### src/rtl/csa_resolve_seq.sv
// Chunked carry-propagate adder resolving a carry-save pair to one binary word.
// Optional carry-out port enabled by defining CSR_CARRY_OUT_EN.
module csa_resolve_seq #(
  parameter int WIDTH = 32,
  parameter int CHUNK = 8
) (
  input  logic             i_clk,
  input  logic             i_rst_n,
  input  logic             i_valid,
  output logic             o_ready,
  input  logic [WIDTH-1:0] i_c,
  input  logic [WIDTH-1:0] i_s,
  output logic             o_valid,
  input  logic             i_ready,
  output logic [WIDTH-1:0] o_sum
`ifdef CSR_CARRY_OUT_EN
  ,
  output logic             o_cout
`endif
);

  localparam int NCH   = WIDTH / CHUNK;
  localparam int CNT_W = (NCH > 1) ? $clog2(NCH) : 1;
  localparam logic [CNT_W-1:0] CNT_LAST = CNT_W'(NCH - 1);

  typedef enum logic [1:0] {IDLE, ADD, DONE} state_t;

  state_t           state_q, state_d;
  logic [CNT_W-1:0] cnt_q, cnt_d;
  logic             carry_q, carry_d;
  logic             ready_q, ready_d;
  logic             valid_q, valid_d;
  logic [WIDTH-1:0] sum_q, sum_d;
  logic [WIDTH-1:0] c_q, c_d, s_q, s_d;
  logic [CHUNK:0]   add_res;
`ifdef CSR_CARRY_OUT_EN
  logic             cout_q, cout_d;
`endif

  function automatic logic [CHUNK:0] chunk_add(input logic [CHUNK-1:0] a,
                                               input logic [CHUNK-1:0] b,
                                               input logic             cin);
    return {1'b0, a} + {1'b0, b} + {{CHUNK{1'b0}}, cin};
  endfunction

  // Operands shift right one chunk per cycle, so the low chunk is always the
  // one being added; results enter at the top and settle into place after NCH.
  always_comb begin
    state_d = state_q;
    cnt_d   = cnt_q;
    carry_d = carry_q;
    sum_d   = sum_q;
    c_d     = c_q;
    s_d     = s_q;
`ifdef CSR_CARRY_OUT_EN
    cout_d  = cout_q;
`endif
    add_res = chunk_add(c_q[CHUNK-1:0], s_q[CHUNK-1:0], carry_q);
    case (state_q)
      IDLE: begin
        if (i_valid && ready_q) begin
          c_d     = i_c;
          s_d     = i_s;
          cnt_d   = '0;
          carry_d = 1'b0;
          state_d = ADD;
        end
      end
      ADD: begin
        c_d     = c_q >> CHUNK;
        s_d     = s_q >> CHUNK;
        sum_d   = (sum_q >> CHUNK) | (WIDTH'(add_res[CHUNK-1:0]) << (WIDTH - CHUNK));
        carry_d = add_res[CHUNK];
        cnt_d   = cnt_q + CNT_W'(1);
        if (cnt_q == CNT_LAST) begin
          cnt_d   = '0;
          state_d = DONE;
`ifdef CSR_CARRY_OUT_EN
          cout_d  = add_res[CHUNK];
`endif
        end
      end
      DONE: begin
        if (i_ready) state_d = IDLE;
      end
      default: state_d = IDLE;
    endcase
    ready_d = (state_d == IDLE);
    valid_d = (state_d == DONE);
  end

  always_ff @(posedge i_clk or negedge i_rst_n) begin
    if (!i_rst_n) begin
      state_q <= IDLE;
      cnt_q   <= '0;
      carry_q <= 1'b0;
      ready_q <= 1'b1;
      valid_q <= 1'b0;
      sum_q   <= '0;
`ifdef CSR_CARRY_OUT_EN
      cout_q  <= 1'b0;
`endif
    end else begin
      state_q <= state_d;
      cnt_q   <= cnt_d;
      carry_q <= carry_d;
      ready_q <= ready_d;
      valid_q <= valid_d;
      sum_q   <= sum_d;
`ifdef CSR_CARRY_OUT_EN
      cout_q  <= cout_d;
`endif
    end
  end

  // Operand registers are pure datapath and need no reset.
  always_ff @(posedge i_clk) begin
    c_q <= c_d;
    s_q <= s_d;
  end

  assign o_ready = ready_q;
  assign o_valid = valid_q;
  assign o_sum   = sum_q;
`ifdef CSR_CARRY_OUT_EN
  assign o_cout  = cout_q;
`endif

endmodule

### config.mk
export PLATFORM = sky130hd
export DESIGN_NAME = csa_resolve_seq
export DESIGN_NICKNAME = d
export VERILOG_FILES = /design/src/rtl/csa_resolve_seq.sv
export SDC_FILE = /design/constraint.sdc
export NUM_CORES = 1
export LEC_CHECK = 0
export ABC_AREA = 1
export ABC_CLOCK_PERIOD_IN_PS = 3300
export BUFFER_PORTS_ARGS = -buffer_cell sky130_fd_sc_hd__buf_2
export CORE_UTILIZATION = 56
export CTS_BUF_LIST = sky130_fd_sc_hd__clkbuf_4 sky130_fd_sc_hd__clkbuf_8
export CTS_CLUSTER_DIAMETER = 30
export DETAILED_ROUTE_END_ITERATION = 7
export MAX_ROUTING_LAYER = met4
export PLACE_DENSITY = 0.87
export SLEW_MARGIN = 0
export SYNTH_ARGS = -nofsm -noshare
export SYNTH_HDL_FRONTEND = slang
export SYNTH_SLANG_ARGS = --single-unit
### constraint.sdc
create_clock -name i_clk -period 3.3 [get_ports i_clk]
set_input_delay 0.495 -clock i_clk [delete_from_list [all_inputs] [get_ports i_clk]]
set_output_delay 0.495 -clock i_clk [all_outputs]
set_load 0.01 [all_outputs]
# [After elaboration in Yosys (flattened, before gate mapping)]
# Index checks and enable logic that the tools add are counted.
[word_totals] ff_bits=103 input_bits=68 out_inout_bits=34 elab_cells=35
[classes] addsub=3 n_eq_ne=5 muxes=13 bitwise=1 reduce_logical=5
[ops] cell="$pmux 32 s2" n=2
[ops] cell="$mux 32" n=2
[ops] cell="$or 24x32->32" n=1
[ops] cell="$mux 2" n=5
[ops] cell="$add 8x8->9" n=1
[ops] cell="$add 9x1->9" n=1
[ops] cell="$eq 2x2->1 const B" n=3
[ops] cell="$pmux 2 s3" n=1
[ops] cell="$logic_not 2->1" n=2
[ops] cell="$pmux 2 s2" n=1
[ops] cell="$add 2x1->2 const B" n=1
[ops] cell="$eq 2x1->1 const B" n=1
[ops] cell="$ne 2x2->1 const B" n=1
[ops] cell="$pmux 1 s2" n=1
[ops] cell="$reduce_and 2->1" n=1
[ops] cell="$reduce_bool 2->1" n=1
[ops] cell="$logic_and 1x1->1" n=1
[ops] cell="$mux 1" n=1

# [Logic depth before layout (Yosys ltp)]
[depth] word_depth=4 mapped_depth=11 ltp_nobuf=11

# [Least setup slack after synthesis]
# Ideal clock, no wire load.
[synth_path] path_kind="register to register" from="register ready_q, in the netlist o_ready" to="register cnt_q[1]" setup_ps=121 arrival_ps=2504 required_time_ps=3179 slack_ps=675 stages_incl_launch_ff=5 n_path_buf=0 synth_period_minus_slack_ps=2625 path_cell_list="dfstp_2 -> nand4_1 -> nand2_1 -> inv_1 -> a22o_1"
[synth_via] elab_chain_len=3
[synth_lines] element="from (decl)" line="31" source="logic ready_q, ready_d;"
[synth_lines] element="from (signal assigned)" line="107" source="ready_q <= ready_d;"
[synth_lines] element="$logic_and 1x1->1" line="61" source="if (i_valid && ready_q) begin"
[synth_lines] element="$ne 2x2->1 (no source line)"
[synth_lines] element="$reduce_and 2->1 (no source line)"
[synth_lines] element="to (signal assigned)" line="105" source="cnt_q <= cnt_d;"
[synth_lines] element="to (decl)" line="29" source="logic [CNT_W-1:0] cnt_q, cnt_d;"
# Every way passes these cells.
# A chain may end at the register's enable or synchronous reset.

# [Worst setup path after layout]
[layout_path] from="register state_q[1]" to="register c_q[15], enable pin"
[layout_via] elab_chain_len=3 word_cells_on_any_way=5 cone_classes="eq/ne (2); reduce/logical (3)"
[layout_lines] element="from (decl)" line="28" source="state_t state_q, state_d;"
[layout_lines] element="from (signal assigned)" line="104" source="state_q <= state_d;"
[layout_lines] element="$eq 2x1->1 or $logic_not 2->1 (tied branches)" line="59" source="case (state_q)"
[layout_lines] element="$reduce_bool 2->1 (no source line) or $ne 2x2->1 (tied branches)"
[layout_lines] element="$reduce_and 2->1 (no source line) (*)"
[layout_lines] element="to (signal assigned)" line="118" source="c_q <= c_d;"
[layout_lines] element="to (decl)" line="34" source="logic [WIDTH-1:0] c_q, c_d, s_q, s_d;"
# Mark *: on every way between the ends. The rest lies on a longest branch, timed or not.

==> impl_metrics.tcl <==
set metrics [dict create \
    outcome "finished, final reports clean" \
    netlist_area_sq_um 4478 \
    num_vias 3284 \
    leakagePower_nw 2.672 \
    cp_slowest_stage_delay_ns 0.60 \
    min_path_type "input port to asynchronous set/reset pin" \
    antenna_found_initial 0 \
    insertion_delay_ns 0.37 \
    coreArea_sq_um 7727 \
    ir_drop_mv 0.6150 \
    cts_resized 0 \
    clock_path_buffers 2 \
    synth_top_area_share 0.4292 \
    cp.required_ns 3.36 \
    nets 639 \
    yosysWarnings 0 \
    area_growth_pct 17.35 \
    ys_ff_latch 103 \
    power_density_nw_per_um2 1082 \
    grt_max_degree 99 \
    critPathLaunch "state_q[1]$_DFF_PN0_" \
    drt-total-wl_um 8267 \
    reg2reg_to "c_q[15]$_DFFE_PP_" \
    drive_gt1_frac 0.2208 \
    place.gp.congestion 0.8323 \
    drc 0 \
    cts_buffers 9 \
    cts_setup_buffers 0 \
    path_max_fanout 34 \
    synthDistinctLibCells 26 \
    skew_ns 0.01238 \
    syn-num-nets 542 \
    die_x_um 91.43 \
    diodes 0 \
    rows 32 \
    post-route-min-period_ns 2.026 \
    worst_pin_slew_ns 0.9008 \
    drt_pass1_iterations 4 \
    finalCritPeriodShare 0.6140 \
    ioPinCount 102 \
    r2r_slack_ns 1.27 \
    start_util 0.5795 \
    grt_usage 0.2259 \
    yosys-top-cells-area "edfxtp_1 43%, dfrtp_1 21%, nand2_1 19%" \
    crit_end "c_q[15]$_DFFE_PP_" \
    rsz0062_at_grt "false" \
    grt-ovfl-total 0 \
    drt.antenna.violating_nets 0 \
    die_h_um 91.43 \
    grt_pass1_vias 3192 \
    r2r_cells 4 \
    clk_pin_slew_ns 0.10 \
    cts_max_level 3 \
    yosysTopAreaCell "edfxtp_1" \
    crit_type "flip-flop to flip-flop" \
    relSlewSlack 0.3994 \
    startpoint_type "flip-flop" \
    cp-end-kind "flip-flop" \
    hold_violations 0 \
    place_hpwl_um 5587 \
    r2r_start "state_q[1]$_DFF_PN0_" \
    grt_pass1_wl_um 14080 \
    timing.setup.tns_ns 0 \
    maxCapViolations 0 \
    crit_chain "inv_1, nand4_1, nand2_2, buf_4" \
    drv_slew 0 \
    avgRoutedWirePerCell_um 12.38 \
    cts_tree "yes" \
    die_area_sq_um 8359 \
    avgSynthCellArea_sq_um 9.651 \
    fin_util 0.6801 \
    syn_inst 464 \
    ys_seq_area_frac 0.6474 \
    initialDrtViolationCount 136 \
    ctsHoldBuffers 0 \
    final-setup-viol-count 0 \
    fmax_ghz 0.4935 \
    io_buffers 101 \
    crit_slowest_cell "nand2_2" \
    cp.arrival_ns 2.09 \
    clock-sinks 103 \
    vias_per_cell 4.916 \
    cts-root-buf "clkbuf_8" \
]
-- metal layers --
metal	GRT usage	up-vias	wire length, um
met5	-	-	0
met4	0.1230	0	177
met3	0.04858	17	563
met2	0.3578	113	4030
met1	0.2709	1497	3495
li1	-	1657	-
-- worst min-delay path by stage --
stage / slack, ns / endpoint / depth (start not counted)
after global placement: 0.46 / o_sum[0]$_DFFE_PN0P_ / 2
after detailed placement: 0.48 / o_sum[0]$_DFFE_PN0P_ / 2
after global routing: 0.29 / o_sum[0]$_DFFE_PN0P_ / 1
after CTS: 0.23 / o_sum[8]$_DFFE_PN0P_ / 1
after floorplan: 0.20 / carry_q$_DFFE_PN0P_ / 0
final: 0.22 / o_sum[0]$_DFFE_PN0P_ / 1
-- through the flow --
step	setup WS (ns)	hold slack, ns	cells	area [sq um]	total power, mW
floorplan	0.6751	0.1994	464	4478	4.251
global placement	1.324	0.4623	652	5045	4.706
detailed placement	1.234	0.4798	652	5045	4.879
CTS	1.252	0.2270	668	5255	5.732
global route	1.120	0.2854	668	5255	6.170
finish	1.274	0.2168	668	5255	5.685
-- layout make-up --
class | instances | area, sq um
sequential | 103 | 2899
fill | 605 | 2472
multi-input combinational | 303 | 1336
timing repair buffer | 105 | 535.5
inverter | 39 | 146.4
tap | 102 | 127.6
clock buffer | 9 | 123.9
clock inverter | 7 | 86.33
-- synthesized netlist by cell type --
cell type	number
clkbuf_1	3
dfstp_2	1
buf_1	2
dfrtp_1	38
ha_1	8
nor2_8	1
buf_2	9
o21ai_0	11
or2_2	1
buf_4	4
edfxtp_1	64
nor2_1	23
or2_1	1
inv_1	37
nand3b_1	2
nand3_1	8
inv_2	2
fa_1	2
o21ai_1	12
a22o_1	1
o31ai_1	3
and2_1	1
nand4_1	1
clkbuf_2	1
nand2_1	224
a21oi_1	4
-- power breakdown --
| part | internal, mW | total, mW | leakage, nW | switching (mW) |
|---|---|---|---|---|
| combinational | 0.773 | 2.28 | 1.44 | 1.51 |
| clock | 0.421 | 0.840 | 0.101 | 0.419 |
| sequential | 2.28 | 2.56 | 1.13 | 0.280 |
-- kinds of logic (layout without fill, tap and decap cells) --
group	Yosys count	count (layout)	synth area share
compound gates	31	31	0.03716
fa+ha+maj	10	10	0.03129
buf+inv	58	160	0.05476
flops	103	103	0.6474
simple gates	262	262	0.2294
-- sequential cells by signal, indices dropped and copies added (netlist names) --
signal	cells
s_q	32
o_valid	1
o_sum	32
cnt_q	2
state_q	2
carry_q	1
c_q	32
o_ready	1
-- worst max-delay path: cells and delay by family, from the launching register on --
family,cells,cell delay (ns)
AND/OR/NAND/NOR,2,0.75
flip-flops,1,0.45
buffers and inverters,2,0.49
-- placed cells by master (no fill, tap or decap), types with 2 or more instances in the layout --
| cell | count |
|---|---|
| inv_2 | 2 |
| nand2_1 | 223 |
| dfrtp_1 | 38 |
| a21oi_1 | 4 |
| nor2_1 | 23 |
| nand3b_1 | 2 |
| clkinv_1 | 2 |
| o21ai_0 | 11 |
| o21ai_1 | 12 |
| inv_1 | 37 |
| bufinv_16 | 2 |
| ha_1 | 8 |
| buf_2 | 101 |
| fa_1 | 2 |
| o31ai_1 | 3 |
| edfxtp_1 | 64 |
| clkbuf_8 | 9 |
| nand3_1 | 8 |
| clkinvlp_2 | 2 |
| buf_4 | 4 |
Power figures use the tool's default switching activity.
